**src/rtl/booth_radix4_mult.sv**
```systemverilog
// booth_radix4_mult
// Sequential radix-4 Booth multiplier for signed or unsigned WIDTH-bit
// operands. One Booth digit is retired per clock; the 2*WIDTH-bit product
// and an overflow flag are published when the iteration finishes and are
// held until the next result or reset.
//
// state | meaning
// ------+-------------------------------------------------------------
// IDLE  | waiting for start; outputs hold the last published result
// RUN   | one Booth iteration per clock; start is ignored here
// DONE  | result_rdy pulse; start here chains straight into a new RUN
module booth_radix4_mult #(
    parameter int WIDTH = 32
) (
    input  logic             clock,
    input  logic             reset,
    input  logic             start,
    input  logic             is_signed,
    input  logic [WIDTH-1:0] A,
    input  logic [WIDTH-1:0] B,
    output logic             busy,
    output logic             result_rdy,
    output logic [WIDTH-1:0] P_hi,
    output logic [WIDTH-1:0] P_lo,
    output logic             overflow
);

    // Number of Booth digits needed to cover the (WIDTH+2)-bit extended multiplier.
    localparam int N  = WIDTH / 2 + 1;
    // Extended operand width: room for a sign bit above unsigned operands, kept even.
    localparam int EW = WIDTH + 2;
    // Accumulator width: extended operand plus headroom for +/-2M partial sums.
    localparam int AW = WIDTH + 4;
    localparam int CW = $clog2(N + 1);

    typedef enum logic [1:0] {
        IDLE = 2'd0,
        RUN  = 2'd1,
        DONE = 2'd2
    } state_t;

    state_t          state_q, state_d;
    logic [CW-1:0]   cnt_q,   cnt_d;
    logic [EW-1:0]   mcand_q, mcand_d;
    logic [AW-1:0]   acc_q,   acc_d;
    // Multiplier shift register; bit 0 is the Booth look-behind bit (starts at 0).
    logic [EW:0]     mplr_q,  mplr_d;
    logic            sgn_q,   sgn_d;
    logic [WIDTH-1:0] p_hi_q, p_hi_d;
    logic [WIDTH-1:0] p_lo_q, p_lo_d;
    logic            ovf_q,   ovf_d;

    logic [AW-1:0]      m_ext;
    logic [AW-1:0]      booth_add;
    logic [AW-1:0]      acc_sum;
    logic [AW-1:0]      acc_shift;
    logic [EW:0]        mplr_shift;
    logic [2*WIDTH-1:0] prod;
    logic [WIDTH-1:0]   prod_hi;
    logic [WIDTH-1:0]   prod_lo;
    logic               prod_ovf;
    logic               capture;

    function automatic logic [EW-1:0] extend(input logic [WIDTH-1:0] v, input logic s);
        return s ? {{2{v[WIDTH-1]}}, v} : {2'b00, v};
    endfunction

    // Booth recoding of the current digit and one accumulate-and-shift step.
    always_comb begin
        m_ext     = {{(AW - EW){mcand_q[EW-1]}}, mcand_q};
        booth_add = '0;
        case (mplr_q[2:0])
            3'b001, 3'b010: booth_add = m_ext;
            3'b011:         booth_add = m_ext << 1;
            3'b100:         booth_add = -(m_ext << 1);
            3'b101, 3'b110: booth_add = -m_ext;
            default:        booth_add = '0;
        endcase
        acc_sum    = acc_q + booth_add;
        acc_shift  = {{2{acc_sum[AW-1]}}, acc_sum[AW-1:2]};
        mplr_shift = {acc_sum[1:0], mplr_q[EW:2]};
    end

    // Product as it stands after this step; only meaningful on the final digit.
    always_comb begin
        prod     = {acc_shift[WIDTH-3:0], mplr_shift[EW:1]};
        prod_hi  = prod[2*WIDTH-1:WIDTH];
        prod_lo  = prod[WIDTH-1:0];
        prod_ovf = sgn_q ? (prod_hi != {WIDTH{prod_lo[WIDTH-1]}})
                         : (prod_hi != '0);
    end

    // Next-state and datapath control.
    always_comb begin
        state_d = state_q;
        cnt_d   = cnt_q;
        mcand_d = mcand_q;
        acc_d   = acc_q;
        mplr_d  = mplr_q;
        sgn_d   = sgn_q;
        p_hi_d  = p_hi_q;
        p_lo_d  = p_lo_q;
        ovf_d   = ovf_q;
        capture = 1'b0;

        case (state_q)
            IDLE: begin
                if (start) begin
                    state_d = RUN;
                    capture = 1'b1;
                end
            end
            RUN: begin
                acc_d  = acc_shift;
                mplr_d = mplr_shift;
                if (cnt_q == '0) begin
                    state_d = DONE;
                    p_hi_d  = prod_hi;
                    p_lo_d  = prod_lo;
                    ovf_d   = prod_ovf;
                end else begin
                    cnt_d = cnt_q - CW'(1);
                end
            end
            DONE: begin
                if (start) begin
                    state_d = RUN;
                    capture = 1'b1;
                end else begin
                    state_d = IDLE;
                end
            end
            default: state_d = IDLE;
        endcase

        // Operands are frozen here; later input changes cannot disturb the run.
        if (capture) begin
            sgn_d   = is_signed;
            mcand_d = extend(A, is_signed);
            mplr_d  = {extend(B, is_signed), 1'b0};
            acc_d   = '0;
            cnt_d   = CW'(N - 1);
        end
    end

    // State and datapath registers with synchronous reset.
    always_ff @(posedge clock) begin
        if (reset) begin
            state_q <= IDLE;
            cnt_q   <= '0;
            mcand_q <= '0;
            acc_q   <= '0;
            mplr_q  <= '0;
            sgn_q   <= 1'b0;
            p_hi_q  <= '0;
            p_lo_q  <= '0;
            ovf_q   <= 1'b0;
        end else begin
            state_q <= state_d;
            cnt_q   <= cnt_d;
            mcand_q <= mcand_d;
            acc_q   <= acc_d;
            mplr_q  <= mplr_d;
            sgn_q   <= sgn_d;
            p_hi_q  <= p_hi_d;
            p_lo_q  <= p_lo_d;
            ovf_q   <= ovf_d;
        end
    end

    assign busy       = (state_q == RUN);
    assign result_rdy = (state_q == DONE);
    assign P_hi       = p_hi_q;
    assign P_lo       = p_lo_q;
    assign overflow   = ovf_q;

endmodule

```
**config.mk**
```make
export PLATFORM = sky130hd
export DESIGN_NAME = booth_radix4_mult
export DESIGN_NICKNAME = d
export VERILOG_FILES = /design/src/rtl/booth_radix4_mult.sv
export SDC_FILE = /design/constraint.sdc
export NUM_CORES = 1
export LEC_CHECK = 0
export ABC_CLOCK_PERIOD_IN_PS = 7500
export CORE_ASPECT_RATIO = 0.75
export CORE_MARGIN = 3
export CORE_UTILIZATION = 30
export CTS_CLUSTER_SIZE = 10
export DETAILED_ROUTE_END_ITERATION = 8
export SYNTH_ARGS = -nofsm -noshare
export SYNTH_HDL_FRONTEND = slang
export SYNTH_SLANG_ARGS = --single-unit
```
**constraint.sdc**
```tcl
create_clock -name clock -period 7.5 [get_ports clock]
set_clock_uncertainty 0.15 [all_clocks]
set_input_delay 1.5 -clock clock [delete_from_list [all_inputs] [get_ports clock]]
set_output_delay 1.5 -clock clock [all_outputs]
set_load 0.05 [all_outputs]
```
==> metrics, run 1 <==
DR vias/cell between 5 and 6; final critical path time including I/O delays and setup a little over 6000 ps; first-pass GRT wire length 52.2 mm; drt total wl roughly 32 mm; Mapped Cells 1397; Post-synth EDFFs 0; sequential area share after synthesis 34.0%; DP Wirelength roughly 23 mm; CP Max Fanout 7; Unique masters post-synth between 70 and 80; crit path cell chain inv_1 > ha_1 > or3b_2 > or2_2 > or3_2 > nand2_1 > xnor2_1 > a221oi_1 > a31oi_1 > ha_1 > a21oi_1 > o21ai_0 > o2bb2ai_1 > a21oi_1 > nor2b_1 > xnor2_1 > nand4b_1 > nand4b_1 > a2111oi_0 > o2111ai_1 > a32o_1; largest net degree at the start of global routing 76; yosys warns 0; P&R area growth vs syn 21.4%; Synth top area share 34.0%; DR pass1 iterations 7; vias 9985; PostCTS Resize Cnt 0; # setup viols final 0; initial antenna violation count 0; clock share of power between 30% and 40%; Filler cells about 3600; initial core utilization between 30% and 40%; Hold Vio Cnt, Final 0; Worst Hold Endpoint P_hi[20]$_SDFFE_PP0P_; CTS tree yes; Internal between 0.0015 and 0.002 W; R2R cell count 21; Crit Path Category reg2reg; Achievable Freq approximately 160 MHz; final RePlAce weighted congestion 0.920; CP endpoint kind flip-flop; mapped cell area just over 10000 sq um; Critical R2R Capture overflow$_SDFFE_PP0P_; dominant cell type by area after synthesis dfxtp_1; P_leak between 4 and 5 nW; Worst Hold Class reg2reg; final period utilization 81.7%; MaxCap Viol Count 0; post-route ant nets 0; Psw 0.000857 W; Boundary Pins ~140; Reg2Reg Launch Point mcand_q[0]$_SDFFE_PP0P_; clock insertion delay at the later pin of the skew report 450 ps; Logic pwr share a little under a quarter; outcome finished, final reports clean; buffer depth of the longest clock path 2; HP Start P_hi[20]$_SDFFE_PP0P_; Worst Path Buf+Inv 1; # port buffers ~130; CP max-delay cell a2111oi_0; R2R Setup Slk 1370 ps; GRT overflow 0; net count after synthesis 1504; Worst Slack Setup Final 1370 ps; cell depth of the worst hold path 2; Startpoint Class flip-flop; unrepaired setup endpoints after global routing false; Rows 58; core box area between 30000 and 40000 sq um; Total Routing Usage GR about 18%; WHS 303 ps; final core occ roughly 37%; Worst VDD drop between 0.1 and 0.15 mV; Die Y roughly 170 um; Primary FF master, synth dfxtp_1; max incr delay on CP 640 ps; relative slew slack 36.8%; switching power share of the total 34.0%; Top Family by Delay on Critical Path compound AO/OA/AOI/OAI gates; largest cells by area after synthesis dfxtp_1, nand2_1, a21oi_1; diode count 0; Placed Cells between 1500 and 2000; setup_tns 0 ps; die area between 30000 and 40000 sq um; worst path required time slightly below 8000 ps; power per cell area between 200 and 250 nW/um^2; Routed WL per cell 16.6 um; critical path data arrival time 6320 ps; Async SR Flop Fraction 0%; Die Wd between 200 and 250 um; CTS Hold Bufs 0; Seq pwr share between 40 and 50%; Avg Inst Size Synth around 7.4 sq um; Setup Slack @ Placement 1590 ps; drt drc 0; Clk pin slew, worst setup/hold paths about 70 ps; Slew @ Worst Pin between 900 and 1000 ps; CTS Buf Count 17; layout cell share with drive strength beyond 1 5.36%; DR iter-0 viols between 800 and 900; count leader, synth nand2_1; number of H-tree levels 4; number of global-route vias before repair approximately 9400; clock sinks between 150 and 200; Total Nets Final 1567; Post-CTS Setup Bufs 0; Synth Register Bits ~180; post-route insts no fill 1923; Final Max Slew Viols 0; Root Buffer clkbuf_16; top cells by count, synth nand2_1, a21oi_1, dfxtp_1
power by group through the flow:
stage	logic (W)	registers [W]	clock network (W)
after floorplan	0.000387	0.00107	0
after global placement	0.000594	0.00104	0
after detailed placement	0.000598	0.00104	0
after CTS	0.000601	0.00102	0.000923
after global routing	0.000662	0.00103	0.000963
final	0.000600	0.00102	0.000898
layer usage:
layer	GRT usage, %	share of wire (%)	vias to the layer above
met1	25.7	49	4729
li1	-	-	4998
met3	3.21	5.0	31
met4	4.64	1.5	0
met2	26.9	44	227
met5	0	0	-
stage by stage:
stage	total power, W	instance area (sq um)
6_report	0.00252	12500
5_1_grt	0.00266	12500
4_1_cts	0.00255	12500
3_5_place_dp	0.00164	11900
3_3_place_gp	0.00164	11900
2_1_floorplan	0.00145	10300
worst reg2reg max path, stage by stage (launching register included):
cell       delay, ps
dfxtp_1          340
inv_1            110
ha_1             210
or3b_2           520
or2_2            330
or3_2            490
nand2_1          100
xnor2_1           80
a221oi_1         300
a31oi_1           80
ha_1             380
a21oi_1          210
o21ai_0          140
o2bb2ai_1        150
a21oi_1          320
nor2b_1          280
xnor2_1          190
nand4b_1         240
nand4b_1         260
a2111oi_0        640
o2111ai_1        250
a32o_1           260
logic make-up (layout without fill, tap and decap cells):
kind of cell,after synthesis,in the layout,share of synthesized area (%)
flip-flops,175,175,34.0
buffers and inverters,126,202,4.83
AND/OR/NAND/NOR,551,551,23.8
XOR/XNOR,82,82,6.98
AO/OA/AOI/OAI,410,410,24.1
adder cells (fa/ha/maj),39,39,4.81
multiplexers,14,14,1.46
registers in the layout, indices dropped and copies added, names as in the netlist:
signal / flops
overflow: 1
mcand_q: 33
mplr_q: 35
cnt_q: 5
acc_q: 34
P_lo: 32
sgn_q: 1
P_hi: 32
state_q: 2
worst max-delay path by stage:
stage                             from                      to  slack [ps]  cells past startpoint
2_1_floorplan  mcand_q[8]$_SDFFE_PP0P_  acc_q[33]$_SDFFE_PP0P_        2200                     23
3_3_place_gp   mcand_q[7]$_SDFFE_PP0P_   overflow$_SDFFE_PP0P_        1810                     20
3_5_place_dp   mcand_q[0]$_SDFFE_PP0P_   overflow$_SDFFE_PP0P_        1590                     21
4_1_cts        mcand_q[0]$_SDFFE_PP0P_   overflow$_SDFFE_PP0P_        1550                     21
5_1_grt        mcand_q[0]$_SDFFE_PP0P_   overflow$_SDFFE_PP0P_         990                     21
6_report       mcand_q[0]$_SDFFE_PP0P_   overflow$_SDFFE_PP0P_        1370                     21
area by class of cell:
class	count	area (sq um)	share of cell area [%]
repair buffers	148	1440	11.6
flip-flops and latches	175	3500	28.1
clock inverters	13	149	1.19
inverters	22	82.6	0.661
well taps	450	563	4.51
clock buffers	19	433	3.47
multi-input cells	1096	6310	50.6
cell usage in the layout (no fill, tap or decap), types with 9 or more instances in the layout:
cell type / count
a211oi_1: 18
a21oi_1: 211
a221oi_1: 16
a22oi_1: 46
a31oi_1: 16
buf_4: 15
clkbuf_16: 17
clkdlybuf4s50_1: 133
dfxtp_1: 174
ha_1: 38
inv_1: 20
nand2_1: 338
nand2b_1: 13
nand3_1: 9
nor2_1: 88
nor2b_1: 9
nor3_1: 16
o21ai_0: 36
or3_1: 12
xnor2_1: 53
xor2_1: 29
Note: power is estimated with default switching activity, not from simulation.
==> run 2: changes to the inputs <==
Settings changed: ABC_CLOCK_PERIOD_IN_PS 7500 to 5300.
Clock period 7.5 ns to 5.3 ns, I/O delays scaled along.
==> run 2 against run 1 <==
Routed wire length grew 3.1%. Via count is 5.3% higher. Sequential share of layout area is 2.1 points lower. First-iteration DRC count is 11% higher. Register-to-register slack got worse by 1200 ps. Sequential cell count unchanged. Clock power rose by 48%. Final area rose by 8.2%. Core utilization grew 3.0 points. Non-clock buffer count rose by 100. Setup slack lost 1200 ps. Worst hold slack got worse by 0.82 ps. Critical endpoint unchanged. Largest power group unchanged. Highest routed layer unchanged.
==> metrics, run 2 (synthesis results as in run 1) <==
Slew @ Worst Pin 927 ps; clock sinks 175; most frequent cells in the layout nand2_1, a21oi_1, dfxtp_1, clkdlybuf4s50_1, buf_4; Die Y approximately 170 um; Boundary Pins between 100 and 150; M1 WL roughly 16 mm; core box area between 30000 and 40000 sq um; GRT overflow 0; Total Routing Usage GR between 10% and 20%; CP Max Fanout 5; # port buffers between 100 and 150; P_leak 4.92 nW; drt drc 0; vias 10517; Final Cell Area 13500 sq um; P&R area growth vs syn 31.3%; layout cell share with drive strength beyond 1 between 10% and 20%; DR pass1 iterations 5; Die Wd between 200 and 250 um; most common cell after layout, fill and taps aside nand2_1; diode count 0; initial core utilization a little under a third; total power about 0.0038 W; DR iter-0 viols 900; metal3 WL roughly 1.8 mm; MaxCap Viol Count 0; DR vias/cell 5.20; Clk pin slew, worst setup/hold paths approximately 60 ps; buffer depth of the longest clock path 2; DP Wirelength around 24 mm; largest net degree at the start of global routing 84; CTS tree yes; Routed WL per cell about 16 um; Filler cells 3471; initial antenna violation count 0; Top Layer Used met4; number of H-tree levels 4; final core occ between 40% and 50%; worst path required time 5490 ps; crit path cell chain inv_2 > ha_2 > or3b_4 > or2_4 > or3_4 > nand2_2 > xnor2_1 > a221oi_1 > a31oi_1 > ha_1 > buf_6 > nand4_1 > or3_4 > o2bb2ai_2 > a21oi_2 > nor2b_4 > xnor2_1 > nand4b_1 > nand4b_1 > buf_4 > buf_4 > nor3_4 > a21boi_1 > a32o_1; Worst Hold Class reg2reg; CP endpoint kind flip-flop; clock insertion delay at the later pin of the skew report approximately 460 ps; Crit Path Category reg2reg; number of global-route vias before repair ~9900; relative slew slack about two fifths; max incr delay on CP 400 ps; register area approximately 3500 sq um; CTS Hold Bufs 0; power per cell area approximately 280 nW/um^2; Total Nets Final 1667; Top Registers mplr_q (35), acc_q (34), mcand_q (33); first-pass GRT wire length 53.0 mm; met2 wire length 14.9 mm; CP max-delay cell or3b_4; CTS Buf Count 17; post-route ant nets 0; Reg with most FFs mplr_q; setup_tns 0 ps; unrepaired setup endpoints after global routing true; WHS about 300 ps; Achievable Freq 195 MHz; drt total wl between 30 and 40 mm; final period utilization between 90% and 100%; dpl cell area ~13000 sq um; Root Buffer clkbuf_16; critical path data arrival time between 5000 and 6000 ps; final critical path time including I/O delays and setup approximately 5100 ps; Startpoint Class flip-flop; Hold Vio Cnt, Final 0; # setup viols final 0; die area 36600 sq um; outcome finished, final reports clean; Multi-input gate area between 6000 and 7000 sq um; max FFs per register 35; Rows 58; Final Max Slew Viols 0; final RePlAce weighted congestion around 0.94; Worst VDD drop around 0.20 mV
[run 2: cell count changes in the layout (fill, tap and decap cells not counted), moves of 4 or more]
cell | previous run | this run
buf_4 | 15 | 113
or3_4 | 0 | 4
a21oi_1 | 211 | 207
a21oi_2 | 0 | 4
a211oi_1 | 18 | 13
a211oi_2 | 0 | 5
o21ai_0 | 36 | 30
o21ai_1 | 6 | 11
nor3_1 | 16 | 12
[run 2: layer usage]
layer	vias up	global-route usage, %
li1	5206	-
met1	4988	25.3
met2	284	27.5
met3	39	3.74
met4	0	5.04
met5	-	0
[run 2: path summary, 6_finish.rpt]
path                           startpoint                    end  slack [ps]  cells past startpoint
setup / recovery  mcand_q[0]$_SDFFE_PP0P_  overflow$_SDFFE_PP0P_         160                     24
hold / removal      P_hi[12]$_SDFFE_PP0P_  P_hi[12]$_SDFFE_PP0P_         300                      2
setup reg to reg  mcand_q[0]$_SDFFE_PP0P_  overflow$_SDFFE_PP0P_         160                     24
hold reg to reg     P_hi[12]$_SDFFE_PP0P_  P_hi[12]$_SDFFE_PP0P_         300                      2
[run 2: where the power goes]
group,leakage (nW),total [W],internal (W),switching (W)
Clock,0.301,0.00133,0.000763,0.000571
Combinational,3.20,0.00101,0.000419,0.000591
Sequential,1.43,0.00144,0.00138,0.0000632
Total,4.92,0.00379,0.00256,0.00123
[run 2: final cells by class]
type	count	area share, %
repair buffers	248	16.3
well taps	450	4.17
clock buffers	19	3.28
inverters	22	0.611
clock inverters	12	1.27
flip-flops and latches	175	25.9
multi-input cells	1096	48.4
[run 2: critical path, delay by kind of cell (launching register included)]
| family | cells | cell delay (ps) |
|---|---|---|
| adders and majority gates | 2 | 500 |
| DFF | 1 | 340 |
| and+or+nand+nor | 10 | 2470 |
| AOI/OAI and AO/OA | 6 | 840 |
| buffers and inverters | 4 | 510 |
| xor gates and xnor gates | 2 | 210 |
[run 2: through the flow]
| step | instances | worst slack, ps |
|---|---|---|
| after floorplan | 1397 | 3.95 |
| after global placement | 1985 | -121 |
| after detailed placement | 1985 | -239 |
| after CTS | 2016 | -42.4 |
| after global routing | 2022 | -101 |
| final | 2022 | 160 |
[run 2: timing repair]
| action | 4_1_cts | 5_1_grt |
|---|---|---|
| pin swaps | 0 | 16 |
| gates resized for setup | 6 | 57 |
| buffers inserted | 0 | 6 |
| setup endpoints to repair | 2 | 6 |
==> run 3: changes to the inputs <==
Settings changed: SKIP_CTS_REPAIR_TIMING set to 1.
==> run 3 against run 2 <==
Die area did not move. Critical endpoint unchanged. Largest cell class unchanged. Sequential power barely moved. Routed wire length is 0.23% lower. Setup slack got worse by 61 ps.
==> metrics, run 3 (synthesis results as in run 1) <==
outcome finished, final reports clean; Die Wd about 220 um; DR pass1 iterations 5; most frequent cells in the layout nand2_1, a21oi_1, dfxtp_1, clkdlybuf4s50_1, buf_4; Routed WL per cell 16.3 um; buffer depth of the longest clock path 2; Boundary Pins 135; GRT overflow 0; Rows slightly below 60; DR iter-0 viols roughly 860; most common cell after layout, fill and taps aside nand2_1; Worst Hold Class reg2reg; diode count 0; MaxCap Viol Count 0; layout cell share with drive strength beyond 1 between 10% and 20%; die area between 30000 and 40000 sq um; P_leak approximately 5 nW; clock insertion delay at the later pin of the skew report between 400 and 500 ps; DP Wirelength approximately 24 mm; Hold Vio Cnt, Final 0; initial antenna violation count 0; clock sinks around 180; worst path required time between 5000 and 6000 ps; Placed Cells about 2000; first-pass GRT wire length around 53 mm; CTS Buf Count 17; max incr delay on CP 410 ps; post-route insts no fill roughly 2000; Root Buffer clkbuf_16; Top Registers mplr_q (35), acc_q (34), mcand_q (33); final critical path time including I/O delays and setup about 5200 ps; number of H-tree levels 4; initial core utilization a little over 30%; setup_tns 0 ps; Worst Path Buf+Inv 2; # port buffers 134; Worst VDD drop roughly 0.19 mV; drt drc 0; Reg with most FFs mplr_q; post-route ant nets 0; Final Max Slew Viols 0; Startpoint Class flip-flop; CTS tree yes; final RePlAce weighted congestion approximately 0.94; critical path data arrival time ~5400 ps; CP max-delay cell or3b_4; crit path cell chain inv_1 > ha_1 > or3b_4 > or2_4 > or3_4 > nand2_2 > xnor2_1 > a221oi_1 > a31oi_1 > ha_1 > buf_6 > nand4_1 > or3_1 > o2bb2ai_2 > a21oi_2 > nor2b_4 > xnor2_1 > nand4b_1 > nand4b_1 > a2111oi_4 > o2111ai_1 > a32o_1; Die Y approximately 170 um; drt total wl about 33 mm; CP endpoint kind flip-flop; Filler cells around 3500; largest net degree at the start of global routing 84; WHS a little over 300 ps; Clk pin slew, worst setup/hold paths roughly 60 ps; Total Routing Usage GR approximately 18%; power per cell area between 200 and 300 nW/um^2; core box area 33700 sq um; relative slew slack between 30% and 40%; P&R area growth vs syn 30.5%; Top Family by Delay on Critical Path simple AND/OR/NAND/NOR gates; total power around 0.0038 W; Slew @ Worst Pin 931 ps; Crit Path Category reg2reg; Achievable Freq between 150 and 200 MHz; Total Nets Final roughly 1700; final period utilization a little over nine tenths; # setup viols final 0; vias between 10000 and 15000; unrepaired setup endpoints after global routing true; DR vias/cell approximately 5.2; max FFs per register 35; CP Max Fanout 6; number of global-route vias before repair 9862
run 3: layout make-up:
type	instances	area, sq um	area share [%]
Clock buffer	19	443	3.30
Clock inverter	12	171	1.28
Inverter	22	82.6	0.615
Multi-Input combinational cell	1096	6490	48.3
Sequential cell	175	3510	26.1
Tap cell	450	563	4.19
Timing Repair Buffer	245	2180	16.2
run 3: report_power, final:
| part | total, W | switching [W] | leakage, nW | internal (W) |
|---|---|---|---|---|
| combinational | 0.000995 | 0.000586 | 3.15 | 0.000410 |
| sequential | 0.00144 | 0.0000632 | 1.42 | 0.00138 |
| clock | 0.00134 | 0.000572 | 0.301 | 0.000764 |
| total | 0.00377 | 0.00122 | 4.88 | 0.00255 |
run 3: final timing paths:
check	startpoint	to	slack (ps)	cells past startpoint
min reg2reg	P_hi[12]$_SDFFE_PP0P_	P_hi[12]$_SDFFE_PP0P_	300	2
min	P_hi[12]$_SDFFE_PP0P_	P_hi[12]$_SDFFE_PP0P_	300	2
max reg2reg	mcand_q[0]$_SDFFE_PP0P_	overflow$_SDFFE_PP0P_	100	22
max	mcand_q[0]$_SDFFE_PP0P_	overflow$_SDFFE_PP0P_	100	22
run 3: worst register-to-register path: stages (launching register included):
cell       delay (ps)
dfxtp_1           330
inv_1              90
ha_1              160
or3b_4            410
or2_4             260
or3_4             380
nand2_2            80
xnor2_1            70
a221oi_1          270
a31oi_1            80
ha_1              340
buf_6             130
nand4_1           130
or3_1             390
o2bb2ai_2         140
a21oi_2            70
nor2b_4           150
xnor2_1           140
nand4b_1          230
nand4b_1          310
a2111oi_4         410
o2111ai_1         140
a32o_1            230
run 3: metrics by stage:
step	utilization (%)	area, sq um	setup slack (ps)
2_1_floorplan	-	10300	3.95
3_3_place_gp	37.5	12600	-121
3_5_place_dp	37.5	12600	-239
4_1_cts	39.3	13200	-287
5_1_grt	39.9	13400	-118
6_report	39.9	13400	98.9
run 3: layer usage:
layer | wire length, um | global-route usage (%) | vias up
li1 | - | - | 5192
met1 | 15700 | 25.3 | 5023
met2 | 14900 | 27.5 | 281
met3 | 1700 | 3.74 | 44
met4 | 609 | 5.04 | 0
met5 | 0 | 0 | -
==> RTL edit, RTL diff (config.mk and constraints of run 3) <==
Set the parameter `WIDTH` to 64 (it was 32).
--- a/src/rtl/booth_radix4_mult.sv
+++ b/src/rtl/booth_radix4_mult.sv
@@ -12,3 +12,3 @@
 module booth_radix4_mult #(
-    parameter int WIDTH = 32
+    parameter int WIDTH = 64
 ) (
Interface: changed (resized A, B, P_hi and P_lo); port bits go from 135 to 263. The function was not compared with the original's and may differ.
==> RTL edit against run 3 <==
- the run now ends with setup timing left
- via count is 130% higher
- core utilization grew 7.4 points
- sequential cell count rose by 161
- total power grew 100%
- worst hold slack worse by 2.0 ps
- design area rose by 140%
- wire length grew to 2.6 times the old value
- global-route usage rose by 4.9 points
- first-iteration DRC count up 140%
- setup slack got worse by 2100 ps
- largest cell class unchanged
- area after synthesis up 100%
==> RTL edit: results (changes against run 3) <==
* Status: finished, violations left (was complete, no violations)
* Violated checks: setup timing
* Vias per std cell at 5.29 (was 5.22)
* Finished Layout Cells at 4,573 (was 2,019)
* NetSw at 2490 µW (was 1220 µW)
* Initial antenna violation count at 0 (unchanged)
* Routed wire length per instance at 19.0 µm (was 16.3 µm)
* Crit path largest cell delay at 570 ps (was 410 ps)
* Synth warn at 0 (unchanged)
* Worst EP arrival at 7540 ps (was 5390 ps)
* Syn nets at 3,119 (was 1,504)
* Latest clock arrival within the worst-skew pair at 580 ps (was 460 ps)
* 1st-iter DRT viols at 2,026 (was 861)
* Max Buffers Root-to-Sink at 3 (was 2)
* Crit. Startpoint: mcand_q[0] (unchanged)
* TNS Setup at -54,280 ps (was 0 ps)
* Peak supply drop at 187 µV (was 194 µV)
* Leak at 0.0127 µW (was 0.00488 µW)
* # fillers at 6,809 (was 3,483)
* Port buffer count at 262 (was 134)
* Placed cell count at 4,482 (was 1,985)
* Crit-path max FO at 4 (was 6)
* Slew of the pin with the lowest slew margin at 1040 ps (was 931 ps)
* Cell count after synthesis at 2,917 (was 1,397)
* Final GP Congestion at 0.997 (was 0.938)
* Largest net degree at the start of global routing at 109 (was 84)
* Nets at 3,881 (was 1,664)
* Hold/Removal Path Class: flip-flop to flip-flop (unchanged)
* Number of global-route vias before repair at 22,619 (was 9,862)
* First-pass GRT wire length at 130,000 µm (was 53,000 µm)
* Reg clk slew, reported paths at 60 ps (about the same)
* Setup violations, final at 95 (was 0)
* Top Family by Delay on Critical Path: simple AND/OR/NAND/NOR gates (unchanged)
* Synth cell types at 96 (was 74)
* Synth area leaders: dfxtp_1 32%, nand2_1 12%, a21oi_1 11% (was dfxtp_1 34%, nand2_1 12%, a21oi_1 10%)
* Biggest regs: mplr_q x67, acc_q x66, mcand_q x65 (was mplr_q x35, acc_q x34, mcand_q x33)
* DP HPWL at 65,500 µm (was 23,900 µm)
* CTS buffer count at 41 (was 17)
* Pre-antenna DRT Iters at 5 (unchanged)
* Slew Limit Fails at 0 (unchanged)
* Seq/Total Area, Yosys at 32.3% (was 34.0%)
* R2r endpoint: overflow (unchanged)
* Gr usage total at 22.8% (was 17.9%)
* Share of cells above drive strength 1 at 28.2% (was 13.1%)
* Crit path max-delay cell type: or4_1 (was or3b_4)
* Dpl ws at -2320 ps (was -239 ps)
* Root buffer cell: clkbuf_16 (unchanged)
* Setup ws final at -1980 ps (was 98.9 ps)
* Reg2Reg Depth at 30 (was 22)
* Most common library cells after synthesis: 689 x nand2_1, 446 x a21oi_1, 336 x dfxtp_1 (was 340 x nand2_1, 211 x a21oi_1, 175 x dfxtp_1)
* H-tree depth at 2 (was 4)
RTL edit: cell types whose count changed after synthesis, moves of 34 or more:
cell      change
nand2_1     +349
o21ai_0      +82
a21oi_1     +235
nor2_1      +122
nor3_1       +39
xnor2_1      +38
xor2_1       +34
a22oi_1      +47
clkbuf_1    +107
dfxtp_1     +161
RTL edit: area by class of cell:
type	instances	share of cell area (%)
Clock buffer	48	3.35
Inverter	26	0.313
Tap cell	882	3.45
Timing Repair Buffer	948	25.2
Multi-Input combinational cell	2326	46.3
Sequential cell	336	21.0
Antenna cell	1	0.00781
Clock inverter	6	0.352
RTL edit: kinds of logic (layout without fill, tap and decap cells):
logic type / after synthesis / after routing / share of synthesized area (%)
AND/OR/NAND/NOR: 1197 / 1197 / 25.7
flip-flops: 336 / 336 / 32.3
multiplexers: 13 / 13 / 0.625
adder cells (fa/ha/maj): 70 / 70 / 4.24
other: 0 / 1 / 0
AO/OA/AOI/OAI: 891 / 891 / 25.8
buffers and inverters: 255 / 1028 / 4.77
XOR/XNOR: 155 / 155 / 6.56
RTL edit: metal layers:
metal  vias to the layer above  global-route usage, %  share of wire (%)
li1                      11799                      -                  -
met1                     11531                   31.2                 44
met2                       723                   35.9                 46
met3                       143                   4.29                6.5
met4                         0                   7.83                3.6
met5                         -                      0                  0
RTL edit: how the worst min path moves through the flow:
stage | slack (ps) | cells after the start | endpoint | startpoint
finish | 300 | 2 | P_hi[17] | P_hi[17]
global route | 320 | 2 | P_hi[9] | P_hi[9]
CTS | 300 | 2 | P_lo[9] | mplr_q[12]
detailed placement | 300 | 2 | P_lo[22] | P_lo[22]
global placement | 290 | 2 | P_lo[17] | P_lo[17]
floorplan | 290 | 2 | acc_q[36] | acc_q[36]
RTL edit: worst min-delay path, cell delays in order (launching register included):
cell	delay [ps]
dfxtp_1	300
nand2_1	50
a21oi_1	50
RTL edit: power by group through the flow:
stage | Clock (µW) | Sequential, µW | Combinational (µW)
2_1_floorplan | 0 | 2870 | 1010
3_3_place_gp | 0 | 2780 | 2120
3_5_place_dp | 0 | 2780 | 2120
4_1_cts | 2730 | 2730 | 2130
5_1_grt | 2820 | 2740 | 2490
6_report | 2640 | 2730 | 2320
RTL edit: metrics by stage:
stage | total power, µW | area [µm²]
global route | 8050 | 32000
detailed placement | 4900 | 29100
global placement | 4890 | 29100
floorplan | 3880 | 21200
CTS | 7590 | 30200
finish | 7690 | 32000
